===== src/rtl/policy_table_loader_pkg.sv =====
// rtl/policy_table_loader_pkg.sv - shared constants for the AI policy table (game server AI)
package policy_table_loader_pkg;

    // 5 balls x 2 paddles, each a base-3 trit relative to the paddle
    localparam int PT_NUM_TRITS   = 10;
    localparam int PT_NUM_ENTRIES = 59049;
    localparam int PT_ADDR_W      = 16;

    localparam int unsigned PT_TRIT_WEIGHT [PT_NUM_TRITS] =
        '{1, 3, 9, 27, 81, 243, 729, 2187, 6561, 19683};

    typedef enum logic [1:0] {
        REL_IN_BAND = 2'd0,
        REL_ABOVE   = 2'd1,
        REL_BELOW   = 2'd2
    } rel_code_e;

    // RAM value + 1 is the action the AI paddle takes
    localparam logic [1:0] ACT_CODE_MIN  = 2'd0;
    localparam logic [1:0] ACT_CODE_MAX  = 2'd2;
    localparam logic [1:0] ACT_CODE_SAFE = 2'd0;

    typedef enum logic [2:0] {
        ST_IDLE      = 3'd0,
        ST_WAIT_BYTE = 3'd1,
        ST_WRITE     = 3'd2,
        ST_WAIT_CSUM = 3'd3,
        ST_DONE      = 3'd4
    } state_e;

    function automatic logic entry_is_legal(input logic [1:0] entry);
        return entry <= ACT_CODE_MAX;
    endfunction

    function automatic logic [1:0] entry_sanitize(input logic [1:0] entry);
        return entry_is_legal(entry) ? entry : ACT_CODE_SAFE;
    endfunction

    function automatic int unsigned trit_index(input logic [2*PT_NUM_TRITS-1:0] trits);
        int unsigned idx;
        idx = 0;
        for (int i = 0; i < PT_NUM_TRITS; i++) begin
            idx = idx + 32'(trits[2*i +: 2]) * PT_TRIT_WEIGHT[i];
        end
        return idx;
    endfunction

endpackage


===== src/rtl/policy_table_loader.sv =====
// rtl/policy_table_loader.sv - unpacks the host byte stream into 2-bit policy RAM writes
module policy_table_loader
    import policy_table_loader_pkg::*;
#(
    parameter int NUM_ENTRIES = PT_NUM_ENTRIES,
    parameter int ADDR_W      = PT_ADDR_W
) (
    input  logic              i_clk,
    input  logic              i_rst,
    input  logic              i_start,
    input  logic              i_in_valid,
    input  logic [7:0]        i_in_data,
    output logic              o_in_ready,
    output logic              o_mem_we,
    output logic [ADDR_W-1:0] o_mem_addr,
    output logic [1:0]        o_mem_din,
    output logic              o_busy,
    output logic              o_done,
    output logic              o_err
);

    state_e            r_state;
    state_e            w_next_state;
    logic [ADDR_W-1:0] r_addr;
    logic [1:0]        r_k;
    logic [7:0]        r_byte;
    logic [7:0]        r_csum;
    logic              r_err;

    logic [1:0]        w_entry;
    logic              w_illegal;
    logic              w_last_addr;
    logic              w_start_load;
    logic              w_hs;

    assign w_entry      = r_byte[{r_k, 1'b0} +: 2];
    assign w_illegal    = !entry_is_legal(w_entry);
    assign w_last_addr  = (r_addr == ADDR_W'(NUM_ENTRIES - 1));
    assign w_start_load = i_start && (r_state == ST_IDLE || r_state == ST_DONE);
    assign w_hs         = i_in_valid && o_in_ready;

    always_ff @(posedge i_clk) begin
        if (i_rst) begin
            r_state <= ST_IDLE;
        end else begin
            r_state <= w_next_state;
        end
    end

    always_comb begin
        w_next_state = r_state;
        o_in_ready   = 1'b0;
        o_mem_we     = 1'b0;
        o_busy       = 1'b0;
        o_done       = 1'b0;
        case (r_state)
            ST_IDLE: begin
                if (i_start) w_next_state = ST_WAIT_BYTE;
            end
            ST_WAIT_BYTE: begin
                o_busy     = 1'b1;
                o_in_ready = 1'b1;
                if (i_in_valid) w_next_state = ST_WRITE;
            end
            ST_WRITE: begin
                o_busy   = 1'b1;
                o_mem_we = 1'b1;
                // The final address ends the data phase even mid-byte
                if (w_last_addr) begin
                    w_next_state = ST_WAIT_CSUM;
                end else if (r_k == 2'd3) begin
                    w_next_state = ST_WAIT_BYTE;
                end
            end
            ST_WAIT_CSUM: begin
                o_busy     = 1'b1;
                o_in_ready = 1'b1;
                if (i_in_valid) w_next_state = ST_DONE;
            end
            ST_DONE: begin
                o_done = 1'b1;
                if (i_start) w_next_state = ST_WAIT_BYTE;
            end
            default: begin
                w_next_state = ST_IDLE;
            end
        endcase
    end

    always_ff @(posedge i_clk) begin
        if (i_rst) begin
            r_addr <= '0;
            r_k    <= 2'd0;
            r_byte <= 8'd0;
            r_csum <= 8'd0;
            r_err  <= 1'b0;
        end else if (w_start_load) begin
            r_addr <= '0;
            r_csum <= 8'd0;
            r_err  <= 1'b0;
        end else begin
            case (r_state)
                ST_WAIT_BYTE: begin
                    if (w_hs) begin
                        r_byte <= i_in_data;
                        r_csum <= r_csum ^ i_in_data;
                        r_k    <= 2'd0;
                    end
                end
                ST_WRITE: begin
                    if (w_illegal) r_err <= 1'b1;
                    if (!w_last_addr) r_addr <= r_addr + ADDR_W'(1);
                    r_k <= r_k + 2'd1;
                end
                ST_WAIT_CSUM: begin
                    if (w_hs && (i_in_data != r_csum)) r_err <= 1'b1;
                end
                default: begin
                end
            endcase
        end
    end

    // An illegal entry shows on err in the same cycle it is written
    assign o_err      = r_err || (r_state == ST_WRITE && w_illegal);
    assign o_mem_addr = r_addr;
    assign o_mem_din  = entry_sanitize(w_entry);

endmodule


===== config.mk =====
export PLATFORM = sky130hd
export DESIGN_NAME = policy_table_loader
export DESIGN_NICKNAME = d
export VERILOG_FILES = /design/src/rtl/policy_table_loader_pkg.sv /design/src/rtl/policy_table_loader.sv
export SDC_FILE = /design/constraint.sdc
export NUM_CORES = 1
export LEC_CHECK = 0
export CELL_PAD_IN_SITES_DETAIL_PLACEMENT = 1
export CELL_PAD_IN_SITES_GLOBAL_PLACEMENT = 2
export CORE_ASPECT_RATIO = 2
export CORE_MARGIN = 4
export CORE_UTILIZATION = 33
export CTS_BUF_LIST = sky130_fd_sc_hd__clkbuf_4 sky130_fd_sc_hd__clkbuf_8 sky130_fd_sc_hd__clkbuf_16
export DETAILED_ROUTE_END_ITERATION = 8
export GPL_ROUTABILITY_DRIVEN = 0
export PLACE_DENSITY = 0.84
export REMOVE_ABC_BUFFERS = 1
export SLEW_MARGIN = 20
export SYNTH_ARGS = -nofsm -noshare
export SYNTH_HDL_FRONTEND = slang
export SYNTH_SLANG_ARGS = --single-unit
export TNS_END_PERCENT = 100

===== constraint.sdc =====
create_clock -name i_clk -period 3.44 [get_ports i_clk]
set_input_delay 0.688 -clock i_clk [delete_from_list [all_inputs] [get_ports i_clk]]
set_output_delay 0.688 -clock i_clk [all_outputs]
set_load 0.05 [all_outputs]

==> results of run 1 <==
==> cell usage in the layout, fill, tap and decap left out, types with 6 or more instances in the layout <==
master / instances
nand3_1: 9
inv_1: 6
nor2_1: 18
nand2_1: 23
xor2_1: 11
a21oi_1: 22
xnor2_1: 9
dfxtp_1: 38
or4_1: 8
o31ai_1: 9
clkdlybuf4s50_1: 34
clkbuf_8: 6
==> flip-flops by register name, indices dropped and copies added, names as in the netlist <==
| name | flops |
|---|---|
| r_k | 2 |
| o_mem_addr | 16 |
| r_byte | 8 |
| r_csum | 8 |
| r_state | 3 |
| r_err | 1 |
==> Yosys cell counts (2+ instances only) <==
| cell type | instances |
|---|---|
| nand2b_1 | 2 |
| and4_1 | 3 |
| or4_1 | 8 |
| and3_1 | 2 |
| dfxtp_1 | 38 |
| clkbuf_1 | 9 |
| mux4_2 | 2 |
| o31ai_1 | 9 |
| nor3_1 | 2 |
| nand3b_1 | 2 |
| mux2i_1 | 2 |
| nor3b_1 | 2 |
| ha_1 | 3 |
| nand2_1 | 23 |
| xnor2_1 | 9 |
| a21oi_1 | 22 |
| nand3_1 | 9 |
| nor2_1 | 18 |
| or3_1 | 4 |
| o21ai_0 | 4 |
| nor2b_1 | 2 |
| inv_1 | 6 |
| nand4_1 | 4 |
| xor2_1 | 11 |
| and2_1 | 2 |
==> stage by stage <==
| step | cells | hold WS (ps) | instance area [um^2] | power, uW | setup WS, ps |
|---|---|---|---|---|---|
| after CTS | 312 | 463 | 2440 | 1270 | 282 |
| final | 312 | 460 | 2440 | 1260 | 289 |
| after global routing | 312 | 490 | 2440 | 1320 | 198 |
| after detailed placement | 304 | 452 | 2300 | 789 | 620 |
| after floorplan | 206 | 427 | 1850 | 687 | 1100 |
| after global placement | 304 | 442 | 2300 | 786 | 642 |
==> worst max-delay path by stage <==
stage	startpoint	end	slack, ps	cells after the start
after detailed placement	r_state[1]	o_err	620	4
after global routing	r_state[1]	o_err	200	4
after floorplan	r_k[0]	o_mem_din[1]	1100	2
after global placement	r_state[1]	o_err	640	4
after CTS	r_state[1]	o_err	280	4
final	r_state[1]	o_err	290	4
==> layer usage <==
metal / share of wire (%) / up-vias / track usage [%]
met5: 0 / - / 0
met4: 1.4 / 0 / 4.67
met3: 2.7 / 6 / 2.70
met2: 60 / 26 / 32.0
met1: 35 / 831 / 15.7
li1: - / 842 / -
==> cell type report <==
class / count / area share, %
Clock buffer: 6 / 3.39
Clock inverter: 2 / 2.46
Inverter: 7 / 1.28
Multi-Input combinational cell: 161 / 43.4
Sequential cell: 38 / 31.2
Tap cell: 60 / 3.08
Timing Repair Buffer: 38 / 15.2
==> power by group <==
part,switching [uW],internal [uW]
logic,164,110
registers,34.4,466
clock network,173,310
==> worst reg2reg max path, cell delays in order, from the launching register on <==
cell and delay (ps):
dfxtp_1 530, or3b_4 520, clkinv_4 140, nand3_4 120
or4_1 540, mux2i_1 130
==> kinds of logic after synthesis <==
kind of cell / synth area share [%]
buf+inv: 4.28
compound gates: 13.6
flops: 40.0
xor+xnor: 9.22
fa+ha+maj: 1.98
mux: 3.42
simple gates: 27.5
==> flow_summary.ini, run 1 <==
[timing]
tightest_slew_ps = 538
rsz0062_at_grt = false
finalSetupViolations = 0
slew_violations = 0
period_share_pct = 91.6
finalHoldViolCount = 0
fin_setup_tns_ps = 0
max_freq_mhz = 317
slew_headroom_pct = 64.1
min_period_ps = 3150
fin_skew_ps = 13.5

[global_route]
grt_antenna_before_repair = 0
grt_max_degree = 20
grt_util_all_layers_pct = 16.1
grt-ovfl-total = 0
grt_pass1_wl_um = 8580
grt_pass1_vias = 1815

[critical_path]
critPathBufInv = 2
r2r-end = o_mem_addr[15]
crit_arrival_ps = 2460
crit_fanout = 13
cp_cell_sequence = or3b_4, clkinv_4, a31o_2, clkdlybuf4s50_1
crit_family = buffers and inverters
rr_worst_depth = 5
endpoint_kind = output pin
path_class = reg2out
regToRegSetupSlack_ps = 1370
cp-start-kind = register
slowest_delay_ps = 800
r2r_start = r_state[1]
crit_slowest_cell = clkdlybuf4s50_1
required_ps = 2750

[finish]
multi_input_area_um2 = 1060
areaGrowthSynthToFinish_pct = 28.3
layout-drive-gt1-share_pct = 7.94
finalNetCount = 266
ff_latch_area_um2 = 761
fill_cells = 657
final_core_util_pct = 44.2
antenna_cells = 0

[clock_tree]
cts.path.max_buffers = 2
clkTransAtPathRegs_ps = 80
cts_root_buf = clkbuf_8
post_cts_resized = 0
clk-insertion-delay-late_ps = 300
cts_made_buffers = 5
post-cts-setup-buffer-count = 0
cts_tree = done
htree_levels = 2
clkSinkCount = 38
cts-hold-fix-buffers = 0

[synth]
synth_top_area_cell = dfxtp_1
synth_edf_count = 0
synth-main-ff-cell = dfxtp_1
yosys.area.top_type_share_pct = 40.0
synthArstFlopShare_pct = 0
ys_types = 44
netlist_area_um2 = 1900
ys_ff_latch = 38
synth.avg_cell_area_um2 = 8.76
yosys_warnings = 0
yosysSeqAreaShare_pct = 40.0
syn_inst = 217
synth.area.top_cells = dfxtp_1 40%, a21oi_1 5.8%, xor2_1 5.1%

[power]
leakage_uw = 0.000833
powerDensity_nw_per_um2 = 516
peakVddDrop_mv = 0.332

[placement]
portBuffers = 34
hpwl_um = 3890

[worst_hold_path]
worstHoldPathCells = 2
hold_path.class = reg2reg
worstHoldEndpoint = r_byte[7]
hold_start = r_byte[7]

[floorplanning]
start_util_pct = 34.5
rows = 38
io_pins = 35
dieArea_um2 = 7110
die_w_um = 61.7
die_h_um = 115
core-area_um2 = 5520

[status]
outcome = finished clean

[detailed_routing]
num_vias = 1705
ant_nets = 0
viasPerCell = 5.46
drc = 0
wl_per_cell_um = 16.2
routed_wl_um = 5040
drt_iter0_drc = 52
drt-pass1-iter-count = 4

[run]
drv_cap = 0
Note: power is estimated with default switching activity, not from simulation.
==> run 2, diff against run 1 <==
--- a/config.mk
+++ b/config.mk
@@ -13,6 +13,7 @@
 export CTS_BUF_LIST = sky130_fd_sc_hd__clkbuf_4 sky130_fd_sc_hd__clkbuf_8 sky130_fd_sc_hd__clkbuf_16
 export DETAILED_ROUTE_END_ITERATION = 8
 export GPL_ROUTABILITY_DRIVEN = 0
+export HOLD_SLACK_MARGIN = 0.12
 export PLACE_DENSITY = 0.84
 export REMOVE_ABC_BUFFERS = 1
 export SLEW_MARGIN = 20
==> results of run 2 <==
The final DEF is identical to that of run 1; final timing and power are the same.
==> run 3, diff against run 2 <==
--- a/config.mk
+++ b/config.mk
@@ -11,6 +11,7 @@
 export CORE_MARGIN = 4
 export CORE_UTILIZATION = 33
 export CTS_BUF_LIST = sky130_fd_sc_hd__clkbuf_4 sky130_fd_sc_hd__clkbuf_8 sky130_fd_sc_hd__clkbuf_16
+export CTS_CLUSTER_DIAMETER = 60
 export DETAILED_ROUTE_END_ITERATION = 8
 export GPL_ROUTABILITY_DRIVEN = 0
 export HOLD_SLACK_MARGIN = 0.12
==> results of run 3 <==
The final DEF is identical to that of run 1; final timing and power are the same.
